**config.mk**
```make
export PLATFORM = sky130hd
export DESIGN_NAME = rstation_issue_flat
export DESIGN_NICKNAME = d
export VERILOG_FILES = /design/src/rtl/rstation_issue_if.sv /design/src/rtl/rstation_issue.sv /design/src/flat_wrapper.sv
export SDC_FILE = /design/constraint.sdc
export NUM_CORES = 1
export LEC_CHECK = 0
export BUFFER_PORTS_ARGS = -buffer_cell sky130_fd_sc_hd__buf_2
export CAP_MARGIN = 20
export CORE_MARGIN = 5
export CORE_UTILIZATION = 52
export DETAILED_ROUTE_END_ITERATION = 10
export PLACE_DENSITY = 0.8
export SETUP_SLACK_MARGIN = 0.15
export SLEW_MARGIN = 20
export SYNTH_ARGS = -nofsm -noshare
export SYNTH_HDL_FRONTEND = slang
export SYNTH_SLANG_ARGS = --single-unit
```
**constraint.sdc**
```tcl
create_clock -name clk -period 2.2 [get_ports clk]
set_input_delay 0.44 -clock clk [delete_from_list [all_inputs] [get_ports clk]]
set_output_delay 0.44 -clock clk [all_outputs]
set_load 0.02 [all_outputs]
```
**src/rtl/rstation_issue_if.sv**
```systemverilog
// Decode / register-file / writeback signal bundle for the reservation-station issue block.
// master = the issue block, slave = decode, register file and writeback agents.
interface rstation_issue_if;
    logic        flush;
    logic        uop_valid;
    logic        uop_ready;
    logic [2:0]  uop_a_addr;
    logic [2:0]  uop_b_addr;
    logic [15:0] uop_pc;
    logic [1:0]  uop_dest;
    logic        uop_wr;
    logic        uop_wflags;
    logic [2:0]  r_a_addr;
    logic [2:0]  r_b_addr;
    logic [15:0] r_pc;
    logic        issue_valid;
    logic        abort;
    logic        dest_r_wr;
    logic [1:0]  dest_r_addr;
    logic        dest_w_flags;
    logic        stall;

    modport master (
        input  flush, uop_valid, uop_a_addr, uop_b_addr, uop_pc, uop_dest, uop_wr, uop_wflags, abort,
        output uop_ready, r_a_addr, r_b_addr, r_pc, issue_valid, dest_r_wr, dest_r_addr,
               dest_w_flags, stall
    );

    modport slave (
        output flush, uop_valid, uop_a_addr, uop_b_addr, uop_pc, uop_dest, uop_wr, uop_wflags, abort,
        input  uop_ready, r_a_addr, r_b_addr, r_pc, issue_valid, dest_r_wr, dest_r_addr,
               dest_w_flags, stall
    );
endinterface

```
**src/rtl/rstation_issue.sv**
```systemverilog
// Micro-op FIFO that presents its head to the register file, replays on abort and drives writeback.
// Optional RSTATION_PERF_EN adds perf_issued / perf_aborted counters.
module rstation_issue #(
    parameter int DEPTH = 4,
    parameter int PTR_W = 2
) (
    input  logic        clk,
    input  logic        rst_n,
`ifdef RSTATION_PERF_EN
    output logic [15:0] perf_issued,
    output logic [15:0] perf_aborted,
`endif
    rstation_issue_if.master bus
);
    typedef struct packed {
        logic [2:0]  a;
        logic [2:0]  b;
        logic [15:0] pc;
        logic [1:0]  dest;
        logic        wr;
        logic        wflags;
    } uop_t;

    typedef enum logic [1:0] {IDLE, ISSUE, REPLAY} state_t;

    localparam logic [PTR_W:0] FULL_CNT = (PTR_W+1)'(DEPTH);
    localparam logic [PTR_W:0] ONE_CNT  = (PTR_W+1)'(1);

    uop_t             mem [DEPTH];
    logic [PTR_W-1:0] wr_ptr, rd_ptr;
    logic [PTR_W:0]   count;
    state_t           state_q, state_d;
    uop_t             head;
    logic             live, push, pop, abort_ev, last_pop;

    assign head     = mem[rd_ptr];
    assign live     = (count != '0);
    assign push     = bus.uop_valid & bus.uop_ready & ~bus.flush;
    assign pop      = live & ~bus.abort & ~bus.flush;
    assign abort_ev = live & bus.abort & ~bus.flush;
    assign last_pop = pop & (count == ONE_CNT) & ~push;

    // Readiness comes from the registered count only, so abort never feeds back into decode.
    assign bus.uop_ready   = (count != FULL_CNT);
    assign bus.issue_valid = live;
    assign bus.r_a_addr    = live ? head.a  : 3'b000;
    assign bus.r_b_addr    = live ? head.b  : 3'b000;
    assign bus.r_pc        = live ? head.pc : 16'h0000;
    assign bus.stall       = (state_q == REPLAY);

    always_ff @(posedge clk) begin
        if (push) begin
            mem[wr_ptr].a      <= bus.uop_a_addr;
            mem[wr_ptr].b      <= bus.uop_b_addr;
            mem[wr_ptr].pc     <= bus.uop_pc;
            mem[wr_ptr].dest   <= bus.uop_dest;
            mem[wr_ptr].wr     <= bus.uop_wr;
            mem[wr_ptr].wflags <= bus.uop_wflags;
        end
    end

    always_ff @(posedge clk or negedge rst_n) begin
        if (!rst_n) begin
            wr_ptr <= '0;
            rd_ptr <= '0;
            count  <= '0;
        end else if (bus.flush) begin
            wr_ptr <= '0;
            rd_ptr <= '0;
            count  <= '0;
        end else begin
            if (push) wr_ptr <= wr_ptr + PTR_W'(1);
            if (pop)  rd_ptr <= rd_ptr + PTR_W'(1);
            case ({push, pop})
                2'b10:   count <= count + ONE_CNT;
                2'b01:   count <= count - ONE_CNT;
                default: count <= count;
            endcase
        end
    end

    always_ff @(posedge clk or negedge rst_n) begin
        if (!rst_n) state_q <= IDLE;
        else        state_q <= state_d;
    end

    always_comb begin
        state_d = state_q;
        if (bus.flush) begin
            state_d = IDLE;
        end else begin
            case (state_q)
                IDLE:    if (push) state_d = ISSUE;
                ISSUE:   if (abort_ev) state_d = REPLAY;
                         else if (last_pop) state_d = IDLE;
                REPLAY:  if (pop) state_d = last_pop ? IDLE : ISSUE;
                default: state_d = IDLE;
            endcase
        end
    end

    // Writeback stage lines up with the ALU result one cycle after the pop.
    always_ff @(posedge clk or negedge rst_n) begin
        if (!rst_n) begin
            bus.dest_r_wr    <= 1'b0;
            bus.dest_r_addr  <= 2'b00;
            bus.dest_w_flags <= 1'b0;
        end else if (bus.flush) begin
            bus.dest_r_wr    <= 1'b0;
            bus.dest_r_addr  <= 2'b00;
            bus.dest_w_flags <= 1'b0;
        end else begin
            bus.dest_r_wr    <= pop & head.wr;
            bus.dest_w_flags <= pop & head.wflags;
            if (pop) bus.dest_r_addr <= head.dest;
        end
    end

`ifdef RSTATION_PERF_EN
    always_ff @(posedge clk or negedge rst_n) begin
        if (!rst_n) begin
            perf_issued  <= 16'h0000;
            perf_aborted <= 16'h0000;
        end else begin
            if (pop)      perf_issued  <= perf_issued + 16'h0001;
            if (abort_ev) perf_aborted <= perf_aborted + 16'h0001;
        end
    end
`endif

endmodule

```
**src/flat_wrapper.sv**
```systemverilog
// flat-port wrapper written by rule: the top's interface ports become plain ports
module rstation_issue_flat 
#(
    parameter int DEPTH = 4,
    parameter int PTR_W = 2
)
  (clk, rst_n, bus_flush, bus_uop_valid, bus_uop_a_addr, bus_uop_b_addr, bus_uop_pc, bus_uop_dest, bus_uop_wr, bus_uop_wflags, bus_abort, bus_uop_ready, bus_r_a_addr, bus_r_b_addr, bus_r_pc, bus_issue_valid, bus_dest_r_wr, bus_dest_r_addr, bus_dest_w_flags, bus_stall);
  rstation_issue_if bus_i ();
  input  logic clk;
  input  logic rst_n;
  input wire logic [$bits(bus_i.flush)-1:0] bus_flush;
  input wire logic [$bits(bus_i.uop_valid)-1:0] bus_uop_valid;
  input wire logic [$bits(bus_i.uop_a_addr)-1:0] bus_uop_a_addr;
  input wire logic [$bits(bus_i.uop_b_addr)-1:0] bus_uop_b_addr;
  input wire logic [$bits(bus_i.uop_pc)-1:0] bus_uop_pc;
  input wire logic [$bits(bus_i.uop_dest)-1:0] bus_uop_dest;
  input wire logic [$bits(bus_i.uop_wr)-1:0] bus_uop_wr;
  input wire logic [$bits(bus_i.uop_wflags)-1:0] bus_uop_wflags;
  input wire logic [$bits(bus_i.abort)-1:0] bus_abort;
  output wire logic [$bits(bus_i.uop_ready)-1:0] bus_uop_ready;
  output wire logic [$bits(bus_i.r_a_addr)-1:0] bus_r_a_addr;
  output wire logic [$bits(bus_i.r_b_addr)-1:0] bus_r_b_addr;
  output wire logic [$bits(bus_i.r_pc)-1:0] bus_r_pc;
  output wire logic [$bits(bus_i.issue_valid)-1:0] bus_issue_valid;
  output wire logic [$bits(bus_i.dest_r_wr)-1:0] bus_dest_r_wr;
  output wire logic [$bits(bus_i.dest_r_addr)-1:0] bus_dest_r_addr;
  output wire logic [$bits(bus_i.dest_w_flags)-1:0] bus_dest_w_flags;
  output wire logic [$bits(bus_i.stall)-1:0] bus_stall;
  assign bus_i.flush = bus_flush;
  assign bus_i.uop_valid = bus_uop_valid;
  assign bus_i.uop_a_addr = bus_uop_a_addr;
  assign bus_i.uop_b_addr = bus_uop_b_addr;
  assign bus_i.uop_pc = bus_uop_pc;
  assign bus_i.uop_dest = bus_uop_dest;
  assign bus_i.uop_wr = bus_uop_wr;
  assign bus_i.uop_wflags = bus_uop_wflags;
  assign bus_i.abort = bus_abort;
  assign bus_uop_ready = bus_i.uop_ready;
  assign bus_r_a_addr = bus_i.r_a_addr;
  assign bus_r_b_addr = bus_i.r_b_addr;
  assign bus_r_pc = bus_i.r_pc;
  assign bus_issue_valid = bus_i.issue_valid;
  assign bus_dest_r_wr = bus_i.dest_r_wr;
  assign bus_dest_r_addr = bus_i.dest_r_addr;
  assign bus_dest_w_flags = bus_i.dest_w_flags;
  assign bus_stall = bus_i.stall;
  rstation_issue #(.DEPTH(DEPTH), .PTR_W(PTR_W)) u_core (.clk(clk), .rst_n(rst_n), .bus(bus_i));
endmodule
```
# [Word-level counts from Yosys, hierarchy flattened]
# Memory sizes are Yosys's and may differ from the RTL's.
# Cells that the tools add are included.
[totals] reg_bits=13 ram_bits=104 input_bits=31 output_inout_bits=29 word_cells=62 n_memories=1
[op_classes] add_sub_neg=4 eq_ne=9 muxes=22 n_bitwise=13 reduce_logical=6
[mem_list] memory="u_core.mem" words=4 width=26 read_ports=1 rd_clocked_by_memory_dff=0 wr=1 line_no="rstation_issue.sv:29" rtl="uop_t mem [DEPTH];"
[op_table] cell="2-bit 2-to-1 mux" n=11
[op_table] cell="16-bit 2-to-1 mux" n=1
[op_table] cell="1-bit AND" n=10
[op_table] cell="3-bit 2-to-1 mux" n=3
[op_table] cell="3-bit by 2-bit != test with 1-bit output (second input constant)" n=2
[op_table] cell="2-bit case mux with 3 select lines" n=1
[op_table] cell="3-bit case mux with 2 select lines" n=1
[op_table] cell="3-bit nonzero test" n=2
[op_table] cell="1-bit 2-to-1 mux" n=5
[op_table] cell="2-bit by 1-bit adder with 2-bit output (second input constant)" n=2
[op_table] cell="2-bit by 1-bit == test with 1-bit output (second input constant)" n=2
[op_table] cell="2-bit == test (second input constant)" n=2
[op_table] cell="4-bit by 2-bit != test with 1-bit output (second input constant)" n=1
[op_table] cell="2-bit nonzero test" n=2
[op_table] cell="3-bit by 1-bit adder with 3-bit output (second input constant)" n=1
[op_table] cell="3-bit by 1-bit == test with 1-bit output (second input constant)" n=1
[op_table] cell="3-bit != test (second input constant)" n=1
[op_table] cell="1-bit NOT" n=3
[op_table] cell="3-bit AND reduction" n=1
[op_table] cell="3-bit by 1-bit subtractor with 3-bit output (second input constant)" n=1
[op_table] cell="2-bit zero test" n=1

# [Logic depth before layout (Yosys ltp)]
# Gate-level depths: netlist of the first run.
[logic_depth] word_depth=9 depth_mapped=8 depth_no_buf=7

# [Worst setup path before layout of the first run]
# OpenSTA, ideal clock, no wires.
[synth_path] path_type="flip-flop to flip-flop" from="register u_core.count[1]" to="memory u_core.mem[0][0] (netlist bit), enable pin" setup_time_ns=0.385 arrival_ns=1.723 t_required_ns=1.815 setup_slack_ns=0.092 stages_incl_launch_ff=5 path_buffers=0 period_less_slack_ns=2.108 path_cell_list="dfrtp_1 > inv_1 > ha_1 > a21boi_2 > and3_1"
[synth_via] elab_chain_len=5
[synth_rtl] item="from (decl)" line_no="rstation_issue.sv:31" rtl="logic [PTR_W:0] count;"
[synth_rtl] item="from (signal assigned)" line_no="rstation_issue.sv:75" rtl="2'b10: count <= count + ONE_CNT;"
[synth_rtl] item="from (signal assigned)" line_no="rstation_issue.sv:76" rtl="2'b01: count <= count - ONE_CNT;"
[synth_rtl] item="from (signal assigned)" line_no="rstation_issue.sv:77" rtl="default: count <= count;"
[synth_rtl] item="3-bit != test" line_no="rstation_issue.sv:44" rtl="assign bus.uop_ready = (count != FULL_CNT);"
[synth_rtl] item="1-bit AND (2 in series)" line_no="rstation_issue.sv:38" rtl="assign push = bus.uop_valid & bus.uop_ready & ~bus.flush;"
[synth_rtl] item="1-bit 2-to-1 mux" line_no="rstation_issue.sv:52" rtl="if (push) begin"
[synth_rtl] item="1-bit 2-to-1 mux (implied by the code)" line_no="rstation_issue.sv:58" rtl="mem[wr_ptr].wflags <= bus.uop_wflags;"
[synth_rtl] item="to (decl)" line_no="rstation_issue.sv:29"
# No other way between the ends.

# [Worst setup path after layout of the first run]
[layout_path] from="register u_core.rd_ptr[0]" to="output port bus_r_pc[5]"
[layout_via] elab_chain_len=2
[layout_rtl] item="from (decl)" line_no="rstation_issue.sv:30" rtl="logic [PTR_W-1:0] wr_ptr, rd_ptr;"
[layout_rtl] item="from (signal assigned)" line_no="rstation_issue.sv:73" rtl="if (pop) rd_ptr <= rd_ptr + PTR_W'(1);"
[layout_rtl] item="memory read 4 x 26 bit"
[layout_rtl] item="16-bit 2-to-1 mux" line_no="rstation_issue.sv:48" rtl="assign bus.r_pc = live ? head.pc : 16'h0000;"
[layout_rtl] item="to (decl)" line_no="flat_wrapper.sv:23" rtl="output wire logic [$bits(bus_i.r_pc)-1:0] bus_r_pc;"
# No other way between the ends.

==> results.sh, run 1 <==
export IMPL_grt_setup_unrepaired="true"
export IMPL_cp_cell_sequence="clkbuf_16 -> mux4_2 -> and2_4 -> buf_6"
export IMPL_r2r_end="u_core.mem[0][6]$_DFFE_PP_"
export IMPL_r2r_start="u_core.count[0]$_DFFE_PN0P_"
export IMPL_hold_slack_ps=139.8
export IMPL_cp_max_fo=6
export IMPL_run_status="complete, but fails checks"
export IMPL_skew_ps=9.392
export IMPL_post_route_drc_count=0
export IMPL_vias_per_cell=5.555
export IMPL_synthesis_nets=279
export IMPL_num_rows=34
export IMPL_antenna_found_initial=0
export IMPL_drive_gt1_frac=0.5212
export IMPL_drt_first_iter_violations=110
export IMPL_required_ps=1760
export IMPL_worst_r2r_path_depth=7
export IMPL_fp_coreArea_um2=8806
export IMPL_ys_warn_count=0
export IMPL_root_buffer="clkbuf_8"
export IMPL_clk_pin_slew_ps=60
export IMPL_drv_slew=0
export IMPL_wl_mm=9.729
export IMPL_fp_dieW_um=105.5
export IMPL_cp_end_kind="output pin"
export IMPL_cap_violations=0
export IMPL_layout_commonest_cell="edfxtp_1"
export IMPL_synthCells=240
export IMPL_place_inst=410
export IMPL_routabilityCongestion=0.7046
export IMPL_worst_pin_slew_ps=361.8
export IMPL_postSynthAreaPerCell_um2=19.75
export IMPL_power_density_nw_per_um2=1349
export IMPL_firstDrtPassIters=4
export IMPL_clock_sinks=117
export IMPL_diodes=0
export IMPL_ys_ff_latch=117
export IMPL_dr_total_vias=2561
export IMPL_crit_type="flip-flop to output pin"
export IMPL_synth_seq_area_share=0.7274
export IMPL_cts_max_level=4
export IMPL_cts_tree="built"
export IMPL_whs_path_depth=1
export IMPL_grt_max_degree=27
export IMPL_worstHoldStart="bus_uop_b_addr[0]"
export IMPL_grt_pass1_vias=2635
export IMPL_failed_checks="negative setup slack"
export IMPL_dp_hpwl_mm=5.440
export IMPL_start_util=0.5384
export IMPL_final_nets=380
export IMPL_ios=60
export IMPL_timing_fmax_mhz=410.0
export IMPL_wl_per_cell_um=21.10
export IMPL_startpoint_type="flip-flop"
export IMPL_grt_ovfl_total=0
export IMPL_syn_area_um2=4741
export IMPL_slowest_delay_ps=500
export IMPL_min_to="u_core.mem[1][20]$_DFFE_PP_"
export IMPL_drtAntennaViolNets=0
export IMPL_fin_cells=461
export IMPL_slew_headroom=0.7574
export IMPL_setup_ws_ps=-239.2
export IMPL_grt_first_pass_wirelength_mm=14.63
export IMPL_fin_crit_ps=2439
export IMPL_finalHoldViolCount=0
export IMPL_io_buffer_count=59
export IMPL_die_area_um2=11130
export IMPL_synth_cell_type_count=35
export IMPL_cts_buffer_depth=2
export IMPL_crit_slowest_cell="dfrtp_2"
export IMPL_grt_usage=0.1800
export IMPL_cp_arrival_ps=2000
export IMPL_clk_latency_ps=510
export IMPL_synthToLayoutAreaGrowth_pct=31.99
export IMPL_max_vdd_ir_drop_mv=0.6906
export IMPL_setup_violations_final=23
export IMPL_p_leak_nw=2.361
export IMPL_rrSetupSlack_ps=180
export IMPL_post_route_period_util=1.109
export IMPL_layout_common_cells="edfxtp_1, buf_2, mux4_2, buf_6, buf_4"
export IMPL_hp_class="input port to flip-flop"
export IMPL_cts_buffers=17
export IMPL_die_y_um=105.5
-- repair_timing --
item,4_1_cts,5_1_grt
buffers inserted,8,9
gates cloned,1,1
pin swaps,2,21
resized for setup,15,73
setup endpoints to repair,23,23
hold buffers,1,0
hold endpoints to repair,13,0
-- synth_stat cells, drive strengths merged --
cell	n	area (µm²)
nor3	1	5.000
o211ai	1	7.510
or4b	1	10.01
buf	8	71.31
dfrtp	13	325.3
o22ai	1	6.260
inv	7	28.78
nor3b	1	7.510
o211a	2	20.02
a31oi	1	6.260
a2111oi	1	27.53
a21oi	4	20.02
ha	8	100.1
nor2b	3	21.27
nor2	10	53.80
o41ai	1	8.760
clkbuf	3	11.26
edfxtp	104	3123
nand2	4	15.01
a21boi	1	11.26
mux4	26	585.6
xnor2	4	35.03
o21ai	2	10.01
and3	6	37.54
o32ai	1	8.760
maj3	1	11.26
nor4b	1	8.760
and2	22	137.6
mux2	2	26.27
-- power breakdown --
part	total, mW	internal [mW]	switching, mW
registers	2.70	2.59	0.105
logic	3.24	1.75	1.49
clock network	2.50	1.59	0.915
-- per-stage QoR --
stage	power (mW)	TNS, ps	utilization	worst slack, ps	instance area [µm²]
after CTS	7.661	-5255	0.6745	-275.6	5939
final	8.442	-4719	0.7106	-239.2	6257
after global routing	8.807	-6317	0.7106	-307.6	6257
after floorplan	4.106	0	-	246.1	4747
after detailed placement	4.798	0	0.5962	210.5	5250
after global placement	4.752	0	0.5962	239.0	5250
-- registers in the layout (all words and copies together) (netlist names) --
| register | count |
|---|---|
| u_core.mem | 104 |
| u_core.rd_ptr | 2 |
| u_core.wr_ptr | 2 |
| u_core.bus.dest_r_wr | 1 |
| u_core.bus.dest_w_flags | 1 |
| u_core.bus.dest_r_addr | 2 |
| u_core.state_q | 2 |
| u_core.count | 3 |
-- cell type report --
type	instances	area [µm²]
tap	108	135.1
timing repair buffer	92	800.8
clock inverter	14	137.6
timing repair inverter	1	30.03
sequential	117	3450
fill	541	2549
multi-input combinational	105	1256
inverter	7	33.78
clock buffer	17	414.1
-- routing by layer --
layer / global-route usage / part of all wire
met5: 0 / 0
met4: 0.08060 / 0.013
met1: 0.2159 / 0.40
met2: 0.3033 / 0.54
met3: 0.05196 / 0.045
-- worst max-delay path by stage --
stage,cells past startpoint,to,slack (ps),start
global route,4,bus_r_b_addr[1],-310,u_core.rd_ptr[0]$_DFFE_PN0P_
finish,4,bus_r_pc[5],-240,u_core.rd_ptr[0]$_DFFE_PN0P_
CTS,4,bus_r_pc[6],-280,u_core.rd_ptr[0]$_DFFE_PN0P_
floorplan,7,bus_r_a_addr[0],250,u_core.count[1]$_DFFE_PN0P_
detailed placement,6,bus_r_pc[9],210,u_core.count[1]$_DFFE_PN0P_
global placement,6,bus_r_pc[9],240,u_core.count[1]$_DFFE_PN0P_
-- cells by family after synthesis --
kind of cell	after synthesis	synth area share
compound gates	15	0.02666
xor+xnor	4	0.007389
fa+ha+maj	9	0.02349
buf+inv	18	0.02349
flops	117	0.7274
mux	28	0.1291
simple gates	49	0.06255
-- critical path: cells and delay by family (launching register included) --
family	cells	cell delay (ps)
buffers and inverters	2	340
multiplexers	1	500
AND/OR/NAND/NOR	1	150
flip-flops	1	500
No activity file was read; power rests on OpenSTA's default activity.
==> inputs of run 2 (changes only) <==
--- a/config.mk
+++ b/config.mk
@@ -11,6 +11,7 @@
 export CORE_UTILIZATION = 52
 export DETAILED_ROUTE_END_ITERATION = 10
 export PLACE_DENSITY = 0.8
+export RECOVER_POWER = 50
 export SETUP_SLACK_MARGIN = 0.15
 export SLEW_MARGIN = 20
 export SYNTH_ARGS = -nofsm -noshare
==> results.sh, run 2 (same netlist as run 1, synthesis figures left out) <==
export IMPL_fill_cells=554
export IMPL_firstDrtPassIters=4
export IMPL_post_route_period_util=1.112
export IMPL_clock_sinks=117
export IMPL_grt_setup_unrepaired="true"
export IMPL_grt_pass1_vias=2635
export IMPL_fin_cells=461
export IMPL_grt_ovfl_total=0
export IMPL_grt_usage=0.1800
export IMPL_required_ps=1760
export IMPL_cp_endpoint="bus_r_pc[6]"
export IMPL_final_setup_tns_ps=-4775
export IMPL_pwr_share_comb=0.383
export IMPL_run_status="complete, but fails checks"
export IMPL_hp_class="input port to flip-flop"
export IMPL_skew_ps=9.235
export IMPL_r2r_start="u_core.count[0]$_DFFE_PN0P_"
export IMPL_clk_latency_ps=510
export IMPL_final_nets=380
export IMPL_io_buffer_count=59
export IMPL_routabilityCongestion=0.7046
export IMPL_setup_ws_ps=-246.5
export IMPL_diodes=0
export IMPL_power_mw=8.441
export IMPL_die_area_um2=11130
export IMPL_clk_pin_slew_ps=60
export IMPL_grt_max_degree=27
export IMPL_startpoint_type="flip-flop"
export IMPL_power_share_clock=0.297
export IMPL_fp_dieW_um=105.5
export IMPL_drive_gt1_frac=0.4363
export IMPL_p_sw_frac=0.2986
export IMPL_die_y_um=105.5
export IMPL_dp_hpwl_mm=5.440
export IMPL_place_area_um2=5250
export IMPL_drv_slew=0
export IMPL_wl_mm=9.831
export IMPL_fin_util=0.7063
export IMPL_p_switching_mw=2.520
export IMPL_p_leak_nw=2.274
export IMPL_hold_slack_ps=177.2
export IMPL_slew_headroom=0.5051
export IMPL_grt_first_pass_wirelength_mm=14.63
export IMPL_timing_fmax_mhz=408.7
export IMPL_crit_type="flip-flop to output pin"
export IMPL_startpoint="u_core.rd_ptr[0]$_DFFE_PN0P_"
export IMPL_cts_tree="built"
export IMPL_worst_r2r_path_depth=7
export IMPL_synthToLayoutAreaGrowth_pct=31.20
export IMPL_internal_power_mw=5.921
export IMPL_seqPwrFrac=0.320
export IMPL_cp_max_fo=7
export IMPL_fin_crit_ps=2446
export IMPL_start_util=0.5384
export IMPL_wl_per_cell_um=21.33
export IMPL_root_buffer="clkbuf_8"
export IMPL_largest_register_ffs=104
export IMPL_cts_max_level=4
export IMPL_fp_coreArea_um2=8806
export IMPL_top_register="u_core.mem"
export IMPL_antenna_found_initial=0
export IMPL_drtAntennaViolNets=0
export IMPL_dp_slack_ps=210.5
export IMPL_finish_instance_area_um2=6220
export IMPL_post_route_drc_count=0
export IMPL_place_inst=410
export IMPL_power_density_nw_per_um2=1357
export IMPL_finalHoldViolCount=0
export IMPL_worst_pin_slew_ps=742.4
export IMPL_vias_per_cell=5.581
export IMPL_drt_first_iter_violations=125
export IMPL_layout_commonest_cell="edfxtp_1"
export IMPL_failed_checks="negative setup slack"
export IMPL_cts_buffer_depth=2
export IMPL_dr_total_vias=2573
export IMPL_rrSetupSlack_ps=170
export IMPL_cp_arrival_ps=2010
export IMPL_layout_common_cells="edfxtp_1, clkbuf_1, mux4_2, buf_6, buf_4"
export IMPL_r2r_end="u_core.mem[1][15]$_DFFE_PP_"
export IMPL_cp_end_kind="output pin"
export IMPL_top_regs="u_core.mem x104, u_core.count x3"
export IMPL_max_vdd_ir_drop_mv=0.6895
export IMPL_cap_violations=0
export IMPL_cts_buffers=17
export IMPL_num_rows=34
export IMPL_setup_violations_final=23
export IMPL_ios=60
## run 2: cell count changes in the layout (fill, tap and decap cells not counted), sizes merged
cell,previous run,this run
buf,90,60
clkbuf,18,48
## run 2: worst min-delay path by stage
stage	start	end	slack (ps)	cells past startpoint
3_5_place_dp	rst_n	u_core.bus.dest_r_wr$_DFF_PN0_	340	1
5_1_grt	bus_uop_a_addr[2]	u_core.mem[1][25]$_DFFE_PP_	170	1
3_3_place_gp	rst_n	u_core.bus.dest_r_wr$_DFF_PN0_	340	1
6_report	bus_uop_b_addr[0]	u_core.mem[3][20]$_DFFE_PP_	180	1
2_1_floorplan	rst_n	u_core.bus.dest_r_addr[0]$_DFFE_PN0P_	140	0
4_1_cts	bus_uop_b_addr[0]	u_core.mem[3][20]$_DFFE_PP_	110	1
## run 2: layer usage
metal | vias up | track usage | share of wire
met2 | 91 | 0.3033 | 0.54
met4 | 0 | 0.08060 | 0.013
met5 | - | 0 | 0
li1 | 1156 | - | -
met1 | 1311 | 0.2159 | 0.40
met3 | 15 | 0.05196 | 0.045
## run 2: what timing repair did
| item | 4_1_cts | 5_1_grt |
|---|---|---|
| setup buffers | 8 | 9 |
| gates resized for setup | 15 | 73 |
| hold buffers | 1 | 0 |
| endpoints found under the hold margin | 13 | 0 |
| cloned | 1 | 1 |
| setup endpoints to repair | 23 | 23 |
| pin swaps | 2 | 21 |
## run 2: layout make-up
class                      instances  area (µm²)  area share
tap                              108       135.1     0.02173
sequential                       117        3450      0.5546
clock inverter                    14       137.6     0.02213
inverter                           7       33.78    0.005431
timing repair inverter             1       30.03    0.004828
multi-input combinational        105        1256      0.2020
clock buffer                      17       414.1     0.06659
timing repair buffer              92       763.2      0.1227
## run 2: power by group through the flow
| stage | logic (mW) | registers (mW) | clock network [mW] |
|---|---|---|---|
| 2_1_floorplan | 1.40 | 2.70 | 0 |
| 3_3_place_gp | 2.04 | 2.71 | 0 |
| 3_5_place_dp | 2.07 | 2.73 | 0 |
| 4_1_cts | 2.43 | 2.68 | 2.55 |
| 5_1_grt | 3.43 | 2.71 | 2.67 |
| 6_report | 3.24 | 2.70 | 2.51 |
## run 2: critical path, cell delays in order (launching register included)
cell	delay, ps
dfrtp_2	510
buf_12	180
mux4_2	520
and2_4	170
buf_6	120
==> inputs of run 3 (changes only) <==
--- a/config.mk
+++ b/config.mk
@@ -13,6 +13,7 @@
 export PLACE_DENSITY = 0.8
 export RECOVER_POWER = 50
 export SETUP_SLACK_MARGIN = 0.15
+export SKIP_LAST_GASP = 1
 export SLEW_MARGIN = 20
 export SYNTH_ARGS = -nofsm -noshare
 export SYNTH_HDL_FRONTEND = slang
==> results.sh, run 3 (same netlist as run 1, synthesis figures left out) <==
export IMPL_fin_crit_ps=2447
export IMPL_dp_hpwl_mm=5.440
export IMPL_dp_slack_ps=210.5
export IMPL_io_buffer_count=59
export IMPL_cap_violations=0
export IMPL_grt_ovfl_total=0
export IMPL_failed_checks="negative setup slack"
export IMPL_worst_path_dominant_cell_family="multiplexers"
export IMPL_required_ps=1760
export IMPL_ios=60
export IMPL_fp_dieW_um=105.5
export IMPL_antenna_found_initial=0
export IMPL_cp_arrival_ps=2010
export IMPL_post_route_drc_count=0
export IMPL_setup_violations_final=127
export IMPL_dr_total_vias=2518
export IMPL_setup_ws_ps=-246.6
export IMPL_slew_headroom=0.3963
export IMPL_layout_common_cells="edfxtp_1, clkbuf_1, mux4_2, buf_6, and2_4"
export IMPL_grt_first_pass_wirelength_mm=14.68
export IMPL_fp_coreArea_um2=8806
export IMPL_grt_setup_unrepaired="true"
export IMPL_start_util=0.5384
export IMPL_power_density_nw_per_um2=1336
export IMPL_cts_buffers=17
export IMPL_cp_end_kind="output pin"
export IMPL_grt_pass1_vias=2637
export IMPL_finalHoldViolCount=0
export IMPL_die_area_um2=11130
export IMPL_synthToLayoutAreaGrowth_pct=29.64
export IMPL_routabilityCongestion=0.7046
export IMPL_max_vdd_ir_drop_mv=0.6897
export IMPL_wl_mm=9.535
export IMPL_clk_latency_ps=510
export IMPL_grt_max_degree=27
export IMPL_top_register="u_core.mem"
export IMPL_p_leak_nw=2.243
export IMPL_cp_cell_sequence="buf_12 -> mux4_2 -> and2_4 -> buf_6"
export IMPL_diodes=0
export IMPL_clock_sinks=117
export IMPL_post_route_period_util=1.112
export IMPL_firstDrtPassIters=4
export IMPL_hp_class="input port to flip-flop"
export IMPL_clk_pin_slew_ps=60
export IMPL_crit_slowest_cell="mux4_2"
export IMPL_slowest_delay_ps=520
export IMPL_cts_tree="built"
export IMPL_drtAntennaViolNets=0
export IMPL_critical_path_buf_inv_count=2
export IMPL_root_buffer="clkbuf_8"
export IMPL_crit_type="flip-flop to output pin"
export IMPL_timing_fmax_mhz=408.7
export IMPL_worst_pin_slew_ps=897.5
export IMPL_final_nets=375
export IMPL_die_y_um=105.5
export IMPL_layout_commonest_cell="edfxtp_1"
export IMPL_drive_gt1_frac=0.4310
export IMPL_grt_usage=0.1804
export IMPL_drv_slew=0
export IMPL_final_setup_tns_ps=-12070
export IMPL_drt_first_iter_violations=108
export IMPL_top_regs="u_core.mem x104, u_core.count x3"
export IMPL_cts_max_level=4
export IMPL_cts_buffer_depth=2
export IMPL_vias_per_cell=5.522
export IMPL_run_status="complete, but fails checks"
export IMPL_num_rows=34
export IMPL_cp_max_fo=7
export IMPL_largest_register_ffs=104
export IMPL_startpoint_type="flip-flop"
export IMPL_wl_per_cell_um=20.91
export IMPL_skew_ps=6.949
## run 3: cell count changes in the layout (fill, tap and decap cells not counted), sizes merged
cell,previous run,this run
clkinv,9,8
buf,60,56
clkbuf,48,47
inv,8,9
## run 3: stage by stage
step	utilization	total power [mW]	area (µm²)	hold WS [ps]	std cells
finish	0.6979	8.212	6146	176.5	456
global route	0.6979	8.570	6146	173.8	456
CTS	0.6732	7.626	5928	108.1	451
detailed placement	0.5962	4.798	5250	344.8	410
global placement	0.5962	4.752	5250	344.1	410
floorplan	-	4.106	4747	144.4	240
## run 3: routing by layer
metal | GRT usage | vias to the layer above | wire length (µm) | share of wire
met5 | 0 | - | 0 | 0
met3 | 0.05073 | 10 | 357 | 0.037
met2 | 0.3037 | 61 | 5118 | 0.54
met4 | 0.07591 | 0 | 114 | 0.012
li1 | - | 1141 | - | -
met1 | 0.2197 | 1306 | 3944 | 0.41
## run 3: what timing repair did
item                                    in CTS  in global routing
endpoints found under the hold margin       13                  0
hold buffers                                 1                  0
resized for setup                           11                 69
endpoints found under the setup margin      23                 23
pin swaps                                    1                 22
setup buffers                                8                  4
cloned                                       1                  1
## run 3: final cells by class
type                            instances  area [µm²]
Multi-Input combinational cell        105        1255
Tap cell                              108       135.1
Sequential cell                       117        3450
Inverter                                7       33.78
Fill cell                             572        2660
Clock inverter                         14       137.6
Timing Repair Buffer                   87       709.4
Clock buffer                           17       414.1
Timing Repair inverter                  1       11.26
## run 3: where the power goes
part / switching [mW] / internal [mW] / leakage [nW] / total, mW
logic: 1.41 / 1.60 / 0.858 / 3.01
registers: 0.102 / 2.59 / 1.12 / 2.69
clock network: 0.915 / 1.59 / 0.267 / 2.50
## run 3: worst paths after layout
check / end / slack [ps] / depth (start not counted) / startpoint
hold / removal: u_core.mem[3][20]$_DFFE_PP_ / 180 / 1 / bus_uop_b_addr[0]
hold reg to reg: u_core.state_q[0]$_DFFE_PN0P_ / 490 / 1 / u_core.state_q[0]$_DFFE_PN0P_
max in group asynchronous: u_core.rd_ptr[0]$_DFFE_PN0P_ / 1160 / 2 / rst_n
setup / recovery: bus_r_pc[6] / -250 / 4 / u_core.rd_ptr[0]$_DFFE_PN0P_
setup reg to reg: u_core.mem[1][15]$_DFFE_PP_ / -130 / 6 / u_core.count[0]$_DFFE_PN0P_
min in group asynchronous: u_core.bus.dest_r_wr$_DFF_PN0_ / 520 / 2 / rst_n
